## src/rtl/uart_rx.sv

```systemverilog
// uart_rx: 16x-oversampling 8N1 serial receiver for the data-memory UART port.
// Samples UART_RX through a 2-flop synchronizer, deframes LSB-first characters
// and holds received bytes until the data memory pops them with RX_READ.
// Build option: define UART_RX_FIFO_EN to replace the single holding register
// with a 4-entry first-word-fall-through FIFO. Ports are identical in both builds.
module uart_rx #(
  parameter int unsigned CLK_DIV = 651  // sysclk cycles per oversample tick, 2..65535
) (
  input  logic       sysclk,
  input  logic       reset,        // synchronous, active-low
  input  logic       UART_RX,
  input  logic       RX_READ,
  output logic [7:0] UART_RXD,
  output logic       RX_EFF,
  output logic       RX_OVERRUN,
  output logic       RX_FRAME_ERR
);

  localparam logic [15:0] DIV_LAST = 16'(CLK_DIV - 1);

  typedef enum logic [1:0] {
    S_IDLE,
    S_START,
    S_DATA,
    S_STOP
  } state_e;

  state_e      state_q, state_d;
  logic        rx_meta_q, rx_s_q, rx_prev_q;
  logic [15:0] div_q, div_d;
  logic [3:0]  os_q, os_d;
  logic [2:0]  idx_q, idx_d;
  logic [7:0]  shift_q, shift_d;
  logic        tick;
  logic        push;
  logic        frame_err_q, frame_err_d;
  logic        ovr_q, ovr_d;
  logic        ovr_evt;

  // Two-flop synchronizer plus one history flop for falling-edge detection.
  // NOTE: sequential state uses non-blocking (<=) so every flop samples the
  // pre-edge values; blocking here would collapse the synchronizer chain.
  always_ff @(posedge sysclk) begin
    if (!reset) begin
      rx_meta_q <= 1'b1;
      rx_s_q    <= 1'b1;
      rx_prev_q <= 1'b1;
    end else begin
      rx_meta_q <= UART_RX;
      rx_s_q    <= rx_meta_q;
      rx_prev_q <= rx_s_q;
    end
  end

  // Oversample tick: the divider is parked at 0 while idle.
  always_comb begin
    tick = (state_q != S_IDLE) && (div_q == DIV_LAST);
  end

  // Frame FSM next-state: counts ticks to mid-bit sample points.
  // NOTE: every variable gets a default first, so no path leaves one
  // unassigned and no latch is inferred.
  always_comb begin
    state_d     = state_q;
    div_d       = div_q;
    os_d        = os_q;
    idx_d       = idx_q;
    shift_d     = shift_q;
    push        = 1'b0;
    frame_err_d = 1'b0;

    if (state_q != S_IDLE) begin
      div_d = tick ? 16'd0 : div_q + 16'd1;
    end
    if (tick) begin
      os_d = os_q + 4'd1;
    end

    unique case (state_q)
      S_IDLE: begin
        div_d = 16'd0;
        os_d  = 4'd0;
        if (rx_prev_q && !rx_s_q) begin
          state_d = S_START;
          idx_d   = 3'd0;
        end
      end
      S_START: begin
        // Half a bit in: a line back high means the edge was a glitch.
        if (tick && os_q == 4'd7) begin
          os_d    = 4'd0;
          idx_d   = 3'd0;
          state_d = rx_s_q ? S_IDLE : S_DATA;
        end
      end
      S_DATA: begin
        if (tick && os_q == 4'd15) begin
          os_d    = 4'd0;
          shift_d = {rx_s_q, shift_q[7:1]};  // LSB arrives first
          idx_d   = idx_q + 3'd1;
          if (idx_q == 3'd7) begin
            state_d = S_STOP;
          end
        end
      end
      S_STOP: begin
        // Leave at mid-stop so a following start edge is never missed.
        if (tick && os_q == 4'd15) begin
          os_d    = 4'd0;
          state_d = S_IDLE;
          if (rx_s_q) begin
            push = 1'b1;
          end else begin
            frame_err_d = 1'b1;
          end
        end
      end
      default: state_d = S_IDLE;
    endcase
  end

  // Frame FSM and shared flag registers.
  always_ff @(posedge sysclk) begin
    if (!reset) begin
      state_q     <= S_IDLE;
      div_q       <= 16'd0;
      os_q        <= 4'd0;
      idx_q       <= 3'd0;
      shift_q     <= 8'd0;
      frame_err_q <= 1'b0;
      ovr_q       <= 1'b0;
    end else begin
      state_q     <= state_d;
      div_q       <= div_d;
      os_q        <= os_d;
      idx_q       <= idx_d;
      shift_q     <= shift_d;
      frame_err_q <= frame_err_d;
      ovr_q       <= ovr_d;
    end
  end

  // Overrun is sticky; any read clears it unless a byte is dropped that cycle.
  always_comb begin
    ovr_d = ovr_q;
    if (ovr_evt) begin
      ovr_d = 1'b1;
    end else if (RX_READ) begin
      ovr_d = 1'b0;
    end
  end

  assign RX_OVERRUN   = ovr_q;
  assign RX_FRAME_ERR = frame_err_q;

`ifdef UART_RX_FIFO_EN
  logic [7:0] mem_q [4];
  logic [1:0] wr_q, rd_q;
  logic [2:0] cnt_q, cnt_d;
  logic       pop, push_ok;

  // FIFO control: a pop in the same cycle frees a slot for a push at count 4.
  always_comb begin
    pop     = RX_READ && (cnt_q != 3'd0);
    push_ok = push && ((cnt_q != 3'd4) || pop);
    ovr_evt = push && !push_ok;
    cnt_d   = cnt_q + {2'b00, push_ok} - {2'b00, pop};
  end

  // FIFO storage and pointers.
  always_ff @(posedge sysclk) begin
    if (!reset) begin
      // NOTE: the entries are reset because UART_RXD shows the head entry
      // directly and must read 0x00 out of reset.
      for (int i = 0; i < 4; i++) begin
        mem_q[i] <= 8'd0;
      end
      wr_q  <= 2'd0;
      rd_q  <= 2'd0;
      cnt_q <= 3'd0;
    end else begin
      if (push_ok) begin
        mem_q[wr_q] <= shift_q;
        wr_q        <= wr_q + 2'd1;
      end
      if (pop) begin
        rd_q <= rd_q + 2'd1;
      end
      cnt_q <= cnt_d;
    end
  end

  assign UART_RXD = mem_q[rd_q];
  assign RX_EFF   = (cnt_q != 3'd0);
`else
  logic [7:0] data_q, data_d;
  logic       eff_q, eff_d;
  logic       pop;

  // Holding register: pop is applied before push so a full store can refill.
  always_comb begin
    pop     = RX_READ && eff_q;
    data_d  = data_q;
    eff_d   = eff_q;
    ovr_evt = 1'b0;
    if (pop) begin
      eff_d = 1'b0;
    end
    if (push) begin
      if (!eff_q || pop) begin
        data_d = shift_q;
        eff_d  = 1'b1;
      end else begin
        ovr_evt = 1'b1;
      end
    end
  end

  // Holding register state; data is kept after a pop.
  always_ff @(posedge sysclk) begin
    if (!reset) begin
      data_q <= 8'd0;
      eff_q  <= 1'b0;
    end else begin
      data_q <= data_d;
      eff_q  <= eff_d;
    end
  end

  assign UART_RXD = data_q;
  assign RX_EFF   = eff_q;
`endif

endmodule

```

## config.mk

```make
export PLATFORM = sky130hd
export DESIGN_NAME = uart_rx
export DESIGN_NICKNAME = d
export VERILOG_FILES = /design/src/rtl/uart_rx.sv
export SDC_FILE = /design/constraint.sdc
export NUM_CORES = 1
export LEC_CHECK = 0
export ABC_AREA = 1
export ABC_CLOCK_PERIOD_IN_PS = 3160
export BUFFER_PORTS_ARGS = -buffer_cell sky130_fd_sc_hd__buf_2
export CORE_ASPECT_RATIO = 0.9
export CORE_MARGIN = 1
export CORE_UTILIZATION = 45
export CTS_CLUSTER_DIAMETER = 120
export DETAILED_ROUTE_END_ITERATION = 10
export PLACE_DENSITY_LB_ADDON = 0.15
export SLEW_MARGIN = 0
export SYNTH_ARGS = -nofsm -noshare
export SYNTH_HDL_FRONTEND = slang
export SYNTH_SLANG_ARGS = --single-unit
```

## constraint.sdc

```tcl
create_clock -name sysclk -period 3.16 [get_ports sysclk]
set_clock_uncertainty 0.05 [all_clocks]
set_input_delay 0.474 -clock sysclk [delete_from_list [all_inputs] [get_ports sysclk]]
set_output_delay 0.474 -clock sysclk [all_outputs]
set_load 0.05 [all_outputs]
```

==> results of run 1 <==
## kinds of logic (layout without fill, tap and decap cells)
family | after synthesis | after routing | share of synthesized area
compound gates | 49 | 49 | 0.1154
xor+xnor | 3 | 3 | 0.01200
fa+ha+maj | 5 | 5 | 0.02857
buf+inv | 58 | 74 | 0.1040
flops | 47 | 47 | 0.4297
simple gates | 150 | 150 | 0.3103
## registers in the layout (all words and copies together), names as in the netlist, named ones only
register      flops
rx_meta_q         1
rx_s_q            1
os_q              4
div_q            16
shift_q           8
RX_FRAME_ERR      1
UART_RXD          8
RX_EFF            1
idx_q             3
RX_OVERRUN        1
rx_prev_q         1
state_q           1
## synthesized netlist by cell type
| cell | instances | area, sq um |
|---|---|---|
| nand2_2 | 2 | 12.51 |
| or2_2 | 2 | 12.51 |
| nor2_2 | 4 | 25.02 |
| o21a_1 | 1 | 7.510 |
| nand4_1 | 7 | 43.79 |
| o21ai_1 | 9 | 45.04 |
| a211oi_1 | 1 | 7.510 |
| clkinv_1 | 1 | 3.750 |
| buf_6 | 1 | 11.26 |
| inv_1 | 45 | 168.9 |
| nand2_1 | 59 | 221.5 |
| a21oi_1 | 24 | 120.1 |
| nor2_1 | 50 | 187.7 |
| nand2_4 | 1 | 11.26 |
| a31oi_1 | 1 | 6.260 |
| buf_2 | 2 | 10.01 |
| nor4_1 | 1 | 6.260 |
| nor3_1 | 6 | 30.03 |
| ha_1 | 5 | 62.56 |
| clkbuf_1 | 2 | 7.510 |
| dfxtp_1 | 47 | 940.9 |
| nand4_4 | 1 | 21.27 |
| nor2_4 | 2 | 22.52 |
| xor2_1 | 3 | 26.28 |
| nand3_1 | 13 | 65.06 |
| nor3b_1 | 1 | 7.510 |
| o21ai_0 | 12 | 60.06 |
| o22ai_1 | 1 | 6.260 |
| nand4_2 | 1 | 12.51 |
| inv_2 | 7 | 26.28 |
## critical path: cells and delay by family (launching register included)
kind	cells	cell delay (ps)
flops	1	340
fa+ha+maj	1	160
simple gates	6	710
buf+inv	3	330
compound gates	1	230
## layout make-up
cell class | count | share of cell area
clock buffers | 6 | 0.03038
well taps | 62 | 0.03248
multi-input cells | 207 | 0.4274
repair buffers | 15 | 0.03248
inverters | 53 | 0.08329
flip-flops and latches | 47 | 0.3939
## worst max-delay path by stage
stage / endpoint / cells past startpoint
after global routing: UART_RXD[3] / 12
after global placement: UART_RXD[1] / 11
after detailed placement: UART_RXD[1] / 11
after floorplan: UART_RXD[1] / 12
final: UART_RXD[1] / 11
after CTS: UART_RXD[1] / 11
## per-layer routing
metal  up-vias  routed length, um  GRT usage
li1       1014                  -          -
met1       794               2132     0.2425
met2        35               1672     0.2757
met3         7                166    0.06186
met4         0                 66    0.06944
met5         -                  0          0
## report_power, final
| group | switching, W | internal (W) | leakage, nW |
|---|---|---|---|
| combinational | 0.000172 | 0.0000821 | 0.569 |
| sequential | 0.0000245 | 0.000622 | 0.380 |
| clock | 0.000184 | 0.000148 | 0.0371 |
## stage by stage
step                total power (W)  utilization  area [sq um]  hold WS (ps)
detailed placement        0.0009151       0.5062          2316         355.7
floorplan                 0.0008625            -          2190         342.5
global route               0.001322       0.5220          2389         305.5
finish                     0.001232       0.5220          2389         318.7
CTS                        0.001249       0.5220          2389         307.8
global placement          0.0009152       0.5062          2316         350.7
==> results.json, run 1 <==
{
  "drt_iter0_markers": 163,
  "rsz0062_at_grt": "false",
  "grt_pass1_vias": 1620,
  "start_util": 0.4785,
  "r2r_cells": 11,
  "hold_start": "UART_RX",
  "outcome": "completed",
  "path_clk_slew_ps": 80,
  "dieWidth_um": 75.53,
  "critPathArrivalTime_ps": 2070,
  "r2r-end": "UART_RXD[1]",
  "root_buffer": "clkbuf_8",
  "final_hold_viol_count": 0,
  "mostFrequentLayoutCells": "59 x nand2_1, 50 x nor2_1, 47 x dfxtp_1, 45 x inv_1, 24 x a21oi_1",
  "setup_viol": 0,
  "hp-class": "in2reg",
  "wl_per_cell_um": 10.35,
  "ys_ff_latch": 47,
  "cts-hold-fix-buffers": 0,
  "drc": 0,
  "setup_tns_ps": 0,
  "crit_start": "div_q[0]",
  "multiInputGateArea_sq_um": 1021,
  "gp_congestion": 0.8607,
  "hold_path_depth": 2,
  "crit_type": "reg2reg",
  "drtAntennaViolNets": 0,
  "vdd_drop_max_mv": 0.3364,
  "slew_headroom": 0.7355,
  "grt_max_degree": 22,
  "worstPathCellList": "inv_1 -> ha_1 -> nand2_1 -> inv_2 -> nand2_1 -> nor2_4 -> nand4_2 -> inv_2 -> nand4_4 -> o21ai_1 -> nor2_1",
  "core.rowCount": 23,
  "vias_per_cell": 4.744,
  "ys_seq_area_frac": 0.4297,
  "hpwl_um": 2943,
  "cts_buffer_depth": 2,
  "finalWirelength_um": 4037,
  "powerDensity_nw_per_um2": 515.9,
  "cts_setup_buffers": 0,
  "die_h_um": 68.18,
  "grt_pass1_wl_um": 6982,
  "fin_nets": 338,
  "fmax_ghz": 0.5182,
  "firstDrtPassIters": 4,
  "io_pins": 15,
  "area_growth_pct": 9.086,
  "final_cell_count_no_fill": 390,
  "die_area_sq_um": 5149,
  "finalCritPeriodShare": 0.6107,
  "ff2ff_setup_slack_ps": 1230,
  "maxSlewViolCount": 0,
  "synth.distinct_cells": 30,
  "r2r-start": "div_q[0]",
  "syn_inst": 312,
  "startpoint_type": "flip-flop",
  "gr-total-overflow": 0,
  "cp_max_fo": 16,
  "register_area_sq_um": 940.9,
  "avgSynthCellArea_sq_um": 7.018,
  "final_common_cell": "nand2_1",
  "placedCellCount": 384,
  "cts_sinks": 47,
  "drive_above_1_share": 0.1220,
  "cts.repair.resized": 0,
  "finalWorstSetupSlack_ps": 1230,
  "place_ws_ps": 1232,
  "syn_area_sq_um": 2190,
  "clk_latency_ps": 300,
  "crit_slowest_cell": "dfxtp_1",
  "antennaDiodeCount": 0,
  "worstPathRequired_ps": 3300,
  "tritoncts": "done",
  "nFillCells": 462,
  "period_minus_slack_ps": 1930,
  "p_leak_nw": 0.9856,
  "max_stage_delay_ps": 340,
  "tightest_slew_ps": 393.1,
  "track_usage": 0.1833,
  "num_vias": 1850,
  "fp.coreArea_sq_um": 4576,
  "end_kind": "flip-flop",
  "holdPathEnd": "rx_meta_q",
  "cts_buffers": 5,
  "maxCapViolCount": 0,
  "io_buffers": 14,
  "syn_nets": 321,
  "antenna_found_initial": 0,
  "htreeDepth": 2,
  "ys_warn_count": 0
}
Power figures use the tool's default switching activity.
==> inputs of run 2 (changes only) <==
ABC_AREA = 0   (was 1)
ABC_CLOCK_PERIOD_IN_PS = 1700   (was 3160)
clock period = 1.7 ns   (was 3.16 ns; I/O delays follow)
==> results.json, run 2 <==
{
  "vias_per_cell": 5.427,
  "setup_viol": 44,
  "setup_tns_ps": -12550,
  "p_sw_w": 0.0004092,
  "hp-class": "in2reg",
  "period_minus_slack_ps": 2064,
  "finalWorstSetupSlack_ps": -364.2,
  "wl_per_cell_um": 14.07,
  "end_kind": "flip-flop",
  "netlist.area_leader.share": 0.4387,
  "cp_max_fo": 8,
  "final_common_cell": "buf_4",
  "utilization": 0.6854,
  "final_hold_viol_count": 0,
  "firstDrtPassIters": 4,
  "drtAntennaViolNets": 0,
  "die_area_sq_um": 5046,
  "finalWirelength_um": 5331,
  "fp.coreArea_sq_um": 4518,
  "p_int_w": 0.001460,
  "crit_type": "reg2reg",
  "startpoint_type": "flip-flop",
  "synth.area.top_cells": "dfxtp_1 44%, a21oi_1 5.8%, nand3_1 5.8%",
  "cts_sinks": 47,
  "antennaDiodeCount": 0,
  "drc": 0,
  "num_vias": 2057,
  "io_pins": 15,
  "p_clk_frac": 0.366,
  "switching_share": 0.2189,
  "track_usage": 0.2259,
  "grt_max_degree": 20,
  "slew_headroom": 0.7506,
  "vdd_drop_max_mv": 0.5006,
  "tritoncts": "done",
  "grt_pass1_wl_um": 8521,
  "drt_iter0_markers": 123,
  "cts_buffer_depth": 2,
  "synth_edf_count": 0,
  "avgSynthCellArea_sq_um": 8.443,
  "worstPathRequired_ps": 1870,
  "htreeDepth": 2,
  "pwr-share-seq": 0.593,
  "clk_latency_ps": 300,
  "synthTopCellsByCount": "47 x dfxtp_1, 25 x a21oi_1, 25 x nand3_1",
  "nFillCells": 358,
  "root_buffer": "clkbuf_8",
  "p_leak_nw": 1.167,
  "largest-register": "div_q",
  "violations": "negative setup slack",
  "synth_area_leader_cell": "dfxtp_1",
  "p_comb_frac": 0.042,
  "largest_register_ffs": 16,
  "yosysMostFrequentCell": "dfxtp_1",
  "outcome": "finished, violations left",
  "finalCritPeriodShare": 1.214,
  "die_h_um": 67.49,
  "critPathArrivalTime_ps": 2240,
  "cts_buffers": 5,
  "synth.distinct_cells": 42,
  "ys_ff_latch": 47,
  "fin_nets": 326,
  "ys_seq_area_frac": 0.4387,
  "antenna_found_initial": 0,
  "core.rowCount": 23,
  "dieWidth_um": 74.77,
  "mostFrequentLayoutCells": "46 x buf_4, 44 x dfxtp_1, 19 x nand3_1, 15 x o21ai_1, 15 x a21oi_1",
  "syn_nets": 263,
  "syn_area_sq_um": 2145,
  "fmax_ghz": 0.4844,
  "drive_above_1_share": 0.4132,
  "syn_inst": 254,
  "rsz0062_at_grt": "true",
  "gr-total-overflow": 0,
  "synthFlopType": "dfxtp_1",
  "grt_pass1_vias": 1772,
  "hpwl_um": 3465,
  "ys_async_sr_fraction": 0,
  "powerDensity_nw_per_um2": 603.7,
  "start_util": 0.4747,
  "tightest_slew_ps": 370.2,
  "path_clk_slew_ps": 90,
  "ys_warn_count": 0,
  "maxSlewViolCount": 0,
  "area_growth_pct": 44.40,
  "gp_congestion": 0.7979,
  "maxCapViolCount": 0,
  "io_buffers": 14
}
run 2: stage by stage:
| step | hold slack [ps] | cell area, sq um | setup slack (ps) | total power, W | cells |
|---|---|---|---|---|---|
| floorplan | 284.3 | 2237 | -313.8 | 0.001165 | 254 |
| global placement | 338.9 | 2675 | -328.5 | 0.001195 | 364 |
| detailed placement | 340.9 | 2675 | -372.4 | 0.001195 | 364 |
| CTS | 69.05 | 2828 | -293.6 | 0.001859 | 372 |
| global route | 69.74 | 3097 | -426.7 | 0.001928 | 379 |
| finish | 71.83 | 3097 | -364.2 | 0.001869 | 379 |
run 2: layout make-up:
class / instances / area [sq um] / area share
Sequential cell: 47 / 944.7 / 0.3051
Inverter: 8 / 30.03 / 0.009697
Tap cell: 62 / 77.57 / 0.02505
Timing Repair Buffer: 71 / 593.1 / 0.1915
Clock inverter: 1 / 5.005 / 0.001616
Multi-Input combinational cell: 184 / 1364 / 0.4404
Clock buffer: 6 / 82.58 / 0.02667
run 2: per-layer routing:
metal  wire [um]  GRT usage  vias up
met4         105    0.09434        0
met2        2540     0.3446       39
met5           0          0        -
li1            -          -     1059
met3         169    0.04627        8
met1        2516     0.3097      951
run 2: power by group through the flow:
stage               clock, W  sequential, W  combinational (W)
floorplan                  0        0.00113          0.0000315
global placement           0        0.00113          0.0000608
detailed placement         0        0.00113          0.0000615
CTS                 0.000687        0.00111          0.0000641
global route        0.000735        0.00111          0.0000840
finish              0.000683        0.00111          0.0000781
run 2: timing repair:
| item | CTS | global route |
|---|---|---|
| endpoints found under the setup margin | 44 | 44 |
| hold buffers | 0 | 0 |
| pin swaps | 4 | 25 |
| gates resized for setup | 14 | 47 |
| buffers inserted | 1 | 5 |
| gates cloned | 0 | 2 |
run 2: cells by family (layout without fill, tap and decap cells):
group                    count (synthesis)  after routing  share of synthesized area
adder cells (fa/ha/maj)                  5              5                    0.02917
buffers and inverters                   23             86                    0.04200
flip-flops                              47             47                     0.4387
AO/OA/AOI/OAI                           67             67                     0.1774
XOR/XNOR                                10             10                    0.04084
AND/OR/NAND/NOR                        102            102                     0.2719
run 2: worst paths after layout:
path / to / depth (start not counted) / slack, ps / start
setup / recovery: shift_q[1] / 9 / -360 / div_q[0]
hold / removal: RX_OVERRUN / 2 / 70 / RX_READ
setup reg to reg: shift_q[1] / 9 / -360 / div_q[0]
hold reg to reg: rx_s_q / 1 / 350 / rx_meta_q
run 2: worst max-delay path: stages (launching register included):
cell,delay (ps)
dfxtp_2,330
inv_2,60
ha_4,120
or4b_4,500
buf_6,150
nor4_4,230
buf_4,180
clkbuf_16,150
nand3_1,80
a21oi_1,160
==> inputs of run 3 (changes only) <==
ABC_AREA = 1   (was 0)
GPL_ROUTABILITY_DRIVEN = 0   (was not set)
PLACE_DENSITY = 0.77   (was not set)
PLACE_DENSITY_LB_ADDON = not set   (was 0.15)
==> results.json, run 3 (synthesis gave the netlist of run 1 again) <==
{
  "drtAntennaViolNets": 0,
  "design_area_sq_um": 2724,
  "io_buffers": 14,
  "finalWorstSetupSlack_ps": 46.98,
  "root_buffer": "clkbuf_8",
  "final_common_cell": "nand2_1",
  "clk_latency_ps": 310,
  "p_sw_w": 0.0008546,
  "vias_per_cell": 4.895,
  "wl_per_cell_um": 11.37,
  "holdWs_ps": 76.09,
  "critPathArrivalTime_ps": 1810,
  "finalWirelength_um": 4640,
  "antenna_found_initial": 0,
  "outcome": "completed",
  "antennaDiodeCount": 0,
  "p_comb_frac": 0.223,
  "rsz0062_at_grt": "true",
  "finalCritPeriodShare": 0.9724,
  "tightest_slew_ps": 405.3,
  "setup_viol": 0,
  "firstDrtPassIters": 4,
  "area_growth_pct": 24.40,
  "utilization": 0.5953,
  "track_usage": 0.1868,
  "final_hold_viol_count": 0,
  "grt.met1_usage": 0.2416,
  "largest-register": "div_q",
  "num_vias": 1997,
  "cts_buffers": 5,
  "largest_register_ffs": 16,
  "p_leak_nw": 1.100,
  "switching_share": 0.3205,
  "grt_pass1_vias": 1747,
  "cts_buffer_depth": 2,
  "start_util": 0.4785,
  "dpl_cell_area_sq_um": 2406,
  "setup_tns_ps": 0,
  "grt_pass1_wl_um": 7272,
  "maxSlewViolCount": 0,
  "pwr-share-seq": 0.455,
  "hpwl_um": 3043,
  "io_pins": 15,
  "grt_max_degree": 21,
  "maxCapViolCount": 0,
  "core.rowCount": 23,
  "slew_headroom": 0.7273,
  "hp-class": "in2reg",
  "drt_iter0_markers": 149,
  "dieWidth_um": 75.53,
  "place_ws_ps": -33.74,
  "drive_above_1_share": 0.2746,
  "cts_sinks": 47,
  "worstPathRequired_ps": 1860,
  "fin_nets": 354,
  "path_clk_slew_ps": 90,
  "nFillCells": 387,
  "drc": 0,
  "crit_type": "reg2reg",
  "p_int_w": 0.001812,
  "end_kind": "flip-flop",
  "p_clk_frac": 0.321,
  "busiest_layer": "met2",
  "die_area_sq_um": 5149,
  "fp.coreArea_sq_um": 4576,
  "use_met2": 0.2969,
  "vdd_drop_max_mv": 0.4646,
  "die_h_um": 68.18,
  "tritoncts": "done",
  "mostFrequentLayoutCells": "50 x nand2_1, 45 x nor2_1, 43 x inv_1, 41 x dfxtp_1, 21 x a21oi_1",
  "cp_max_fo": 8,
  "htreeDepth": 2,
  "startpoint_type": "flip-flop",
  "gr-usage-met3": 0.05007,
  "fmax_ghz": 0.6050,
  "period_minus_slack_ps": 1653,
  "powerDensity_nw_per_um2": 978.9,
  "gr-total-overflow": 0
}
## run 3: cell count changes in the layout (fill, tap and decap cells not counted), moves of 6 or more
| cell | change |
|---|---|
| a21oi_1 | +6 |
| a21oi_2 | -7 |
| nor2_1 | +39 |
| nand2_2 | +10 |
| inv_2 | +7 |
| inv_1 | +37 |
| o21ai_1 | -9 |
| nand3_1 | -8 |
| nand2_1 | +37 |
| buf_4 | -31 |
## run 3: worst paths after layout
| kind | to | slack, ps | startpoint | cells after the start |
|---|---|---|---|---|
| max | UART_RXD[6] | 50 | div_q[0] | 11 |
| min | rx_meta_q | 80 | UART_RX | 2 |
| max reg2reg | UART_RXD[6] | 50 | div_q[0] | 11 |
| min reg2reg | rx_s_q | 380 | rx_meta_q | 1 |
## run 3: worst max-delay path, cell delays in order, from the launching register on
cell and delay, ps:
dfxtp_4 370, inv_2 60, ha_4 120, nand2_2 50, inv_2 50, nand2_2 60, nor2_4 150, nand4_4 130
clkinv_4 110, nand4_4 170, o21ai_1 180, nor2_1 50
## run 3: timing repair
item | 4_1_cts | 5_1_grt
buffers inserted | 0 | 3
resized for setup | 3 | 49
pin swaps | 5 | 17
cloned | 0 | 1
setup endpoints to repair | 12 | 32
hold buffers | 0 | 0
## run 3: cell type report
type                       instances  area (sq um)  share of cell area
timing repair buffer              30         193.9             0.07120
clock inverter                     3         47.55             0.01746
sequential                        47         955.9              0.3509
inverter                          53         203.9             0.07487
tap                               62         77.57             0.02848
clock buffer                       5         68.82             0.02526
multi-input combinational        208          1176              0.4318
## run 3: metal layers
layer	vias to the layer above	wire [um]
met3	13	213
met1	889	2331
met2	42	2009
met5	-	0
li1	1053	-
met4	0	86
## run 3: power groups by stage
stage / logic, W / clock network, W / registers [W]
detailed placement: 0.000504 / 0 / 0.00123
CTS: 0.000520 / 0.000862 / 0.00120
global placement: 0.000494 / 0 / 0.00122
floorplan: 0.000387 / 0 / 0.00122
finish: 0.000596 / 0.000856 / 0.00121
global route: 0.000667 / 0.000916 / 0.00123
## run 3: metrics by stage
stage / total power (W) / cells
3_3_place_gp: 0.001717 / 396
2_1_floorplan: 0.001603 / 312
3_5_place_dp: 0.001733 / 396
4_1_cts: 0.002586 / 404
5_1_grt: 0.002810 / 408
6_report: 0.002666 / 408
